File: config.mk
export PLATFORM = sky130hd
export DESIGN_NAME = mem_bus_arbiter
export DESIGN_NICKNAME = d
export VERILOG_FILES = /design/src/rtl/mem_bus_arbiter.sv
export SDC_FILE = /design/constraint.sdc
export NUM_CORES = 1
export LEC_CHECK = 0
export CAP_MARGIN = 40
export CORE_ASPECT_RATIO = 0.7
export CORE_MARGIN = 8
export CORE_UTILIZATION = 38
export DETAILED_ROUTE_END_ITERATION = 10
export GPL_ROUTABILITY_DRIVEN = 1
export PLACE_DENSITY = 0.87
export REMOVE_ABC_BUFFERS = 1
export SYNTH_ARGS = -nofsm -noshare
export SYNTH_HDL_FRONTEND = slang
export SYNTH_SLANG_ARGS = --single-unit
File: constraint.sdc
create_clock -name clk_i -period 4.85 [get_ports clk_i]
set_input_delay 0.97 -clock clk_i [delete_from_list [all_inputs] [get_ports clk_i]]
set_output_delay 0.97 -clock clk_i [all_outputs]
set_load 0.01 [all_outputs]
File: src/rtl/mem_bus_arbiter.sv
// rtl/mem_bus_arbiter.sv - single-port memory bus arbiter for the IF and load/store requesters
//
// Purpose: shares one ack/err terminated memory bus between instruction fetch (IF)
// and load/store (D). D wins ties unless IF has been passed over STARVE_LIMIT times.
// A watchdog ends any transaction that sees no ack/err within TIMEOUT busy cycles.
// The wait flags feed the hazard unit so that it can stall the pipeline.
//
// Ports:
//   clk_i, rst_i     clock; asynchronous active-high reset
//   if_req_i ..      IF read request (address, kill/flush), completion ack/rdata/err, wait flag
//   d_req_i ..       D request (we, address, wdata, byte enables), completion ack/rdata/err, wait flag
//   bus_req_o ..     bus transaction fields, held stable while busy
//   bus_ack_i ..     bus completion (ack/err) and read data
module mem_bus_arbiter #(
  parameter int ADDR_WIDTH   = 32,
  parameter int DATA_WIDTH   = 32,
  parameter int STARVE_LIMIT = 4,
  parameter int TIMEOUT      = 255
) (
  input  logic                    clk_i,
  input  logic                    rst_i,
  input  logic                    if_req_i,
  input  logic [ADDR_WIDTH-1:0]   if_addr_i,
  input  logic                    if_kill_i,
  output logic                    if_ack_o,
  output logic [DATA_WIDTH-1:0]   if_rdata_o,
  output logic                    if_err_o,
  output logic                    if_wait_o,
  input  logic                    d_req_i,
  input  logic                    d_we_i,
  input  logic [ADDR_WIDTH-1:0]   d_addr_i,
  input  logic [DATA_WIDTH-1:0]   d_wdata_i,
  input  logic [DATA_WIDTH/8-1:0] d_be_i,
  output logic                    d_ack_o,
  output logic [DATA_WIDTH-1:0]   d_rdata_o,
  output logic                    d_err_o,
  output logic                    d_wait_o,
  output logic                    bus_req_o,
  output logic                    bus_we_o,
  output logic [ADDR_WIDTH-1:0]   bus_addr_o,
  output logic [DATA_WIDTH-1:0]   bus_wdata_o,
  output logic [DATA_WIDTH/8-1:0] bus_be_o,
  input  logic                    bus_ack_i,
  input  logic [DATA_WIDTH-1:0]   bus_rdata_i,
  input  logic                    bus_err_i
);

  localparam int BE_WIDTH = DATA_WIDTH / 8;
  localparam int SW       = (STARVE_LIMIT < 1) ? 1 : $clog2(STARVE_LIMIT + 1);
  localparam logic [SW-1:0] STARVE_MAX = SW'(STARVE_LIMIT);
  localparam logic [7:0]    TMO_MAX    = 8'(TIMEOUT);

  typedef enum logic [1:0] {
    IDLE   = 2'd0,
    BUSY_I = 2'd1,
    BUSY_D = 2'd2
  } state_t;

  state_t                state_q, state_d;
  logic                  bus_req_q, bus_req_d;
  logic                  bus_we_q, bus_we_d;
  logic [ADDR_WIDTH-1:0] bus_addr_q, bus_addr_d;
  logic [DATA_WIDTH-1:0] bus_wdata_q, bus_wdata_d;
  logic [BE_WIDTH-1:0]   bus_be_q, bus_be_d;
  logic                  if_ack_q, if_ack_d;
  logic [DATA_WIDTH-1:0] if_rdata_q, if_rdata_d;
  logic                  if_err_q, if_err_d;
  logic                  d_ack_q, d_ack_d;
  logic [DATA_WIDTH-1:0] d_rdata_q, d_rdata_d;
  logic                  d_err_q, d_err_d;
  logic [SW-1:0]         starve_q, starve_d;
  logic [7:0]            tmo_q, tmo_d;
  logic                  kill_q, kill_d;

  // A requester is not pending in its own ack cycle, so a held request is
  // never granted a second time for the same access.
  logic if_pend, d_pend, grant_i, grant_d, busy, tmo_hit, term, term_err;

  assign if_pend  = if_req_i & ~if_ack_q;
  assign d_pend   = d_req_i & ~d_ack_q;
  assign grant_i  = (state_q == IDLE) & if_pend & (~d_pend | (starve_q == STARVE_MAX));
  assign grant_d  = (state_q == IDLE) & d_pend & ~grant_i;
  assign busy     = (state_q == BUSY_I) | (state_q == BUSY_D);
  assign tmo_hit  = (tmo_q == TMO_MAX);
  assign term     = busy & (bus_ack_i | bus_err_i | tmo_hit);
  // ack together with err counts as an error
  assign term_err = bus_err_i | tmo_hit;

  always_comb begin
    state_d     = state_q;
    bus_req_d   = bus_req_q;
    bus_we_d    = bus_we_q;
    bus_addr_d  = bus_addr_q;
    bus_wdata_d = bus_wdata_q;
    bus_be_d    = bus_be_q;
    if_ack_d    = 1'b0;
    if_rdata_d  = if_rdata_q;
    if_err_d    = if_err_q;
    d_ack_d     = 1'b0;
    d_rdata_d   = d_rdata_q;
    d_err_d     = d_err_q;
    starve_d    = starve_q;
    tmo_d       = tmo_q;
    kill_d      = kill_q;

    case (state_q)
      IDLE: begin
        if (grant_i) begin
          state_d     = BUSY_I;
          bus_req_d   = 1'b1;
          bus_we_d    = 1'b0;
          bus_addr_d  = if_addr_i;
          bus_wdata_d = '0;
          bus_be_d    = '1;
          starve_d    = '0;
          tmo_d       = 8'd0;
          kill_d      = if_kill_i;  // flush in the granting cycle still applies
        end else if (grant_d) begin
          state_d     = BUSY_D;
          bus_req_d   = 1'b1;
          bus_we_d    = d_we_i;
          bus_addr_d  = d_addr_i;
          bus_wdata_d = d_wdata_i;
          bus_be_d    = d_be_i;
          tmo_d       = 8'd0;
          kill_d      = 1'b0;
          if (!if_pend) begin
            starve_d = '0;
          end else if (starve_q != STARVE_MAX) begin
            starve_d = starve_q + SW'(1);
          end
        end
      end

      BUSY_I, BUSY_D: begin
        if (term) begin
          state_d   = IDLE;
          bus_req_d = 1'b0;
          kill_d    = 1'b0;
          if (state_q == BUSY_D) begin
            d_ack_d   = 1'b1;
            d_err_d   = term_err;
            d_rdata_d = term_err ? '0 : bus_rdata_i;
          end else if (!(kill_q || if_kill_i)) begin
            // a killed fetch completes on the bus but is invisible to IF
            if_ack_d   = 1'b1;
            if_err_d   = term_err;
            if_rdata_d = term_err ? '0 : bus_rdata_i;
          end
        end else begin
          tmo_d = tmo_q + 8'd1;
          if ((state_q == BUSY_I) && if_kill_i) begin
            kill_d = 1'b1;
          end
        end
      end

      default: state_d = IDLE;
    endcase
  end

  always_ff @(posedge clk_i or posedge rst_i) begin
    if (rst_i) begin
      state_q     <= IDLE;
      bus_req_q   <= 1'b0;
      bus_we_q    <= 1'b0;
      bus_addr_q  <= '0;
      bus_wdata_q <= '0;
      bus_be_q    <= '0;
      if_ack_q    <= 1'b0;
      if_rdata_q  <= '0;
      if_err_q    <= 1'b0;
      d_ack_q     <= 1'b0;
      d_rdata_q   <= '0;
      d_err_q     <= 1'b0;
      starve_q    <= '0;
      tmo_q       <= 8'd0;
      kill_q      <= 1'b0;
    end else begin
      state_q     <= state_d;
      bus_req_q   <= bus_req_d;
      bus_we_q    <= bus_we_d;
      bus_addr_q  <= bus_addr_d;
      bus_wdata_q <= bus_wdata_d;
      bus_be_q    <= bus_be_d;
      if_ack_q    <= if_ack_d;
      if_rdata_q  <= if_rdata_d;
      if_err_q    <= if_err_d;
      d_ack_q     <= d_ack_d;
      d_rdata_q   <= d_rdata_d;
      d_err_q     <= d_err_d;
      starve_q    <= starve_d;
      tmo_q       <= tmo_d;
      kill_q      <= kill_d;
    end
  end

  assign bus_req_o   = bus_req_q;
  assign bus_we_o    = bus_we_q;
  assign bus_addr_o  = bus_addr_q;
  assign bus_wdata_o = bus_wdata_q;
  assign bus_be_o    = bus_be_q;
  assign if_ack_o    = if_ack_q;
  assign if_rdata_o  = if_rdata_q;
  assign if_err_o    = if_err_q;
  assign d_ack_o     = d_ack_q;
  assign d_rdata_o   = d_rdata_q;
  assign d_err_o     = d_err_q;
  assign if_wait_o   = if_req_i & ~if_ack_q;
  assign d_wait_o    = d_req_i & ~d_ack_q;

endmodule

==> impl_metrics.tcl <==
set metrics [dict create \
    outcome "complete, no violations" \
    avgSynthCellArea_sq_um 12.8 \
    synth-edff-count 0 \
    cts.sinks 152 \
    vias_per_cell 5.03 \
    async_reset_ff_share_pct 100 \
    yosysSeqAreaShare_pct 61.3 \
    fin_util_pct 60.5 \
    finalSetupTns_ns 0 \
    cts_setup_buffers 0 \
    syn_inst 484 \
    startpoint_type "input pin" \
    netlist_area_sq_um 6210 \
    p_leak_uw 0.00443 \
    power.internal_uw 4110 \
    min_period_ns 3.35 \
    diodes 0 \
    core-area_sq_um 16200 \
    critPathCaptureType "output pin" \
    dp_hpwl_mm 14.1 \
    grt_pass1_wl_mm 29.4 \
    crit_arrival_ns 2.38 \
    synth_seq_cells 152 \
    synthFlopType "dfrtp_1" \
    grt_usage_pct 18.1 \
    fin_worst_skew_ns 0.0115 \
    cts_root_buf "clkbuf_16" \
    multiInputGateArea_sq_um 2150 \
    drv_cap 0 \
    hold_depth 2 \
    rr_endpoint "d_rdata_o[1]" \
    seq_power_share_pct 33.1 \
    min_path_type "flop to flop" \
    worst_pin_slew_ns 0.869 \
    min_from "bus_addr_o[11]" \
    cts_tree "built" \
    path_clk_slew_ns 0.07 \
    p_clk_share_pct 20.4 \
    ctsResizeCount 0 \
    htree_levels 4 \
    whs_ns 0.481 \
    drtAntennaViolNets 0 \
    pwr_density_cell_nw_per_um2 661 \
    rr_startpoint "state_q[1]" \
    p_switching_uw 2340 \
    drc_errors 0 \
    seqCellArea_sq_um 3800 \
    reg2reg_depth 6 \
    grt_max_degree 102 \
    slew_headroom_pct 41.9 \
    hold_violations 0 \
    drive_above_1_share_pct 6.66 \
    critPathKind "input pin to output pin" \
    die_w_microns 169 \
    first_pass_iters 4 \
    crit_required_ns 3.88 \
    maxSlewViolCount 0 \
    ctsHoldBuffers 0 \
    sw_frac_of_total_pct 36.3 \
    clockBufferDepth 2 \
    via_count 4984 \
    grt_setup_unrepaired "no" \
    synthDistinctLibCells 46 \
    start_util_pct 38.4 \
    gp_congestion 0.865 \
    port_buffers 279 \
    first_iter_violations 293 \
    power.total_uw 6450 \
    cts_buffers 17 \
    clk_latency_ns 0.42 \
    ir_drop_uv 543 \
    yosys_warnings 0 \
    overflow 0 \
    setup_viol 0 \
    grt_pass1_vias 5246 \
    fmax_mhz 298 \
    rows 39 \
    power_frac_comb_pct 46.5 \
    path_max_fanout 9 \
    r2r_slack_ns 2.57 \
    antenna_found_initial 0 \
    nFillCells 1289 \
    wl_per_cell_microns 19.3 \
    dieArea_sq_um 20800 \
    wl_mm 19.1 \
    whs_endpoint "bus_addr_o[11]" \
    die_h_microns 123 \
    layout.nets 899 \
    area_growth_syn_to_layout_pct 57.2 \
    io_pins 280 \
    period_share_pct 69.1 \
]
-- critical path: stages --
cell and delay (ns):
clkdlybuf4s50_1 0.45, nand2b_1 0.23, inv_4 0.18, clkdlybuf4s50_1 0.55
-- layout by cell type, fill, tap and decap left out, types with 3 or more instances in the layout --
| master | count |
|---|---|
| a21oi_1 | 6 |
| a22o_1 | 100 |
| buf_12 | 4 |
| clkbuf_16 | 17 |
| clkdlybuf4s50_1 | 279 |
| clkinv_8 | 5 |
| dfrtp_1 | 152 |
| ha_1 | 6 |
| inv_1 | 9 |
| inv_8 | 6 |
| mux2i_1 | 37 |
| nand2_1 | 42 |
| nand2b_1 | 5 |
| nand3_1 | 7 |
| nand4_1 | 3 |
| nor2_1 | 8 |
| o21ai_0 | 15 |
| o21ai_1 | 20 |
| o22a_1 | 4 |
-- cell usage after synthesis (2+ instances only) --
cell type	instances	share of area [%]
ha_1	6	1.2
nand2b_1	5	0.50
o21ai_1	21	1.7
inv_1	10	0.60
dfrtp_1	152	61
buf_4	8	0.97
clkbuf_1	4	0.24
a31oi_1	2	0.20
o41ai_1	2	0.28
buf_2	12	0.97
nand3_1	7	0.56
o22ai_1	2	0.20
o211ai_1	2	0.24
buf_6	9	1.6
a22o_1	100	14
nand2_4	2	0.36
o21ai_0	15	1.2
o22a_1	4	0.56
a21oi_1	6	0.48
mux2i_1	37	6.0
nand2_1	42	2.5
a211o_1	2	0.28
nand4_1	3	0.30
nor2_1	9	0.54
-- registers in the layout, indices dropped and copies added (netlist names), 2 cells and up --
| name | count |
|---|---|
| bus_addr_o | 32 |
| bus_be_o | 4 |
| bus_wdata_o | 32 |
| d_rdata_o | 32 |
| if_rdata_o | 32 |
| starve_q | 3 |
| state_q | 2 |
| tmo_q | 8 |
-- through the flow --
step / cell area [sq um] / worst slack, ns / std cells
6_report: 9760 / 1.50 / 991
5_1_grt: 9760 / 1.43 / 991
4_1_cts: 9760 / 1.50 / 991
3_5_place_dp: 9160 / 1.50 / 959
3_3_place_gp: 9120 / 1.53 / 957
2_1_floorplan: 5970 / -0.754 / 451
-- per-layer routing --
layer | wire (microns) | part of all wire (%) | global-route usage [%] | vias up
li1 | - | - | - | 2326
met1 | 8260 | 43 | 22.6 | 2458
met2 | 9180 | 48 | 29.0 | 184
met3 | 1470 | 7.7 | 7.34 | 16
met4 | 233 | 1.2 | 4.84 | 0
met5 | 0 | 0 | 0 | -
-- power groups by stage --
stage / Clock (uW) / Sequential [uW] / Combinational, uW
floorplan: 0 / 2360 / 1180
global placement: 0 / 2130 / 2920
detailed placement: 0 / 2130 / 3040
CTS: 1350 / 2130 / 3040
global route: 1400 / 2200 / 3220
finish: 1320 / 2140 / 3000
-- cell type report --
class                      count  area share, %
tap                          225           2.88
clock inverter                15           1.86
multi-input combinational    287           22.0
sequential                   152           39.0
timing repair buffer         283           29.4
inverter                      12          0.538
clock buffer                  17           4.36
-- worst max-delay path by stage --
stage	from	endpoint	slack, ns	cells after the start
2_1_floorplan	if_req_i	bus_wdata_o[0]	-0.75	5
3_3_place_gp	if_req_i	if_wait_o	1.53	4
3_5_place_dp	if_req_i	if_wait_o	1.50	4
4_1_cts	if_req_i	if_wait_o	1.50	4
5_1_grt	if_req_i	if_wait_o	1.43	4
6_report	if_req_i	if_wait_o	1.50	4
-- cells by family after synthesis --
family	share of synthesized area (%)
buffers and inverters	4.57
multiplexers	6.15
flip-flops	61.3
AO/OA/AOI/OAI	20.3
adder cells (fa/ha/maj)	1.21
AND/OR/NAND/NOR	6.51
Power figures use the tool's default switching activity.
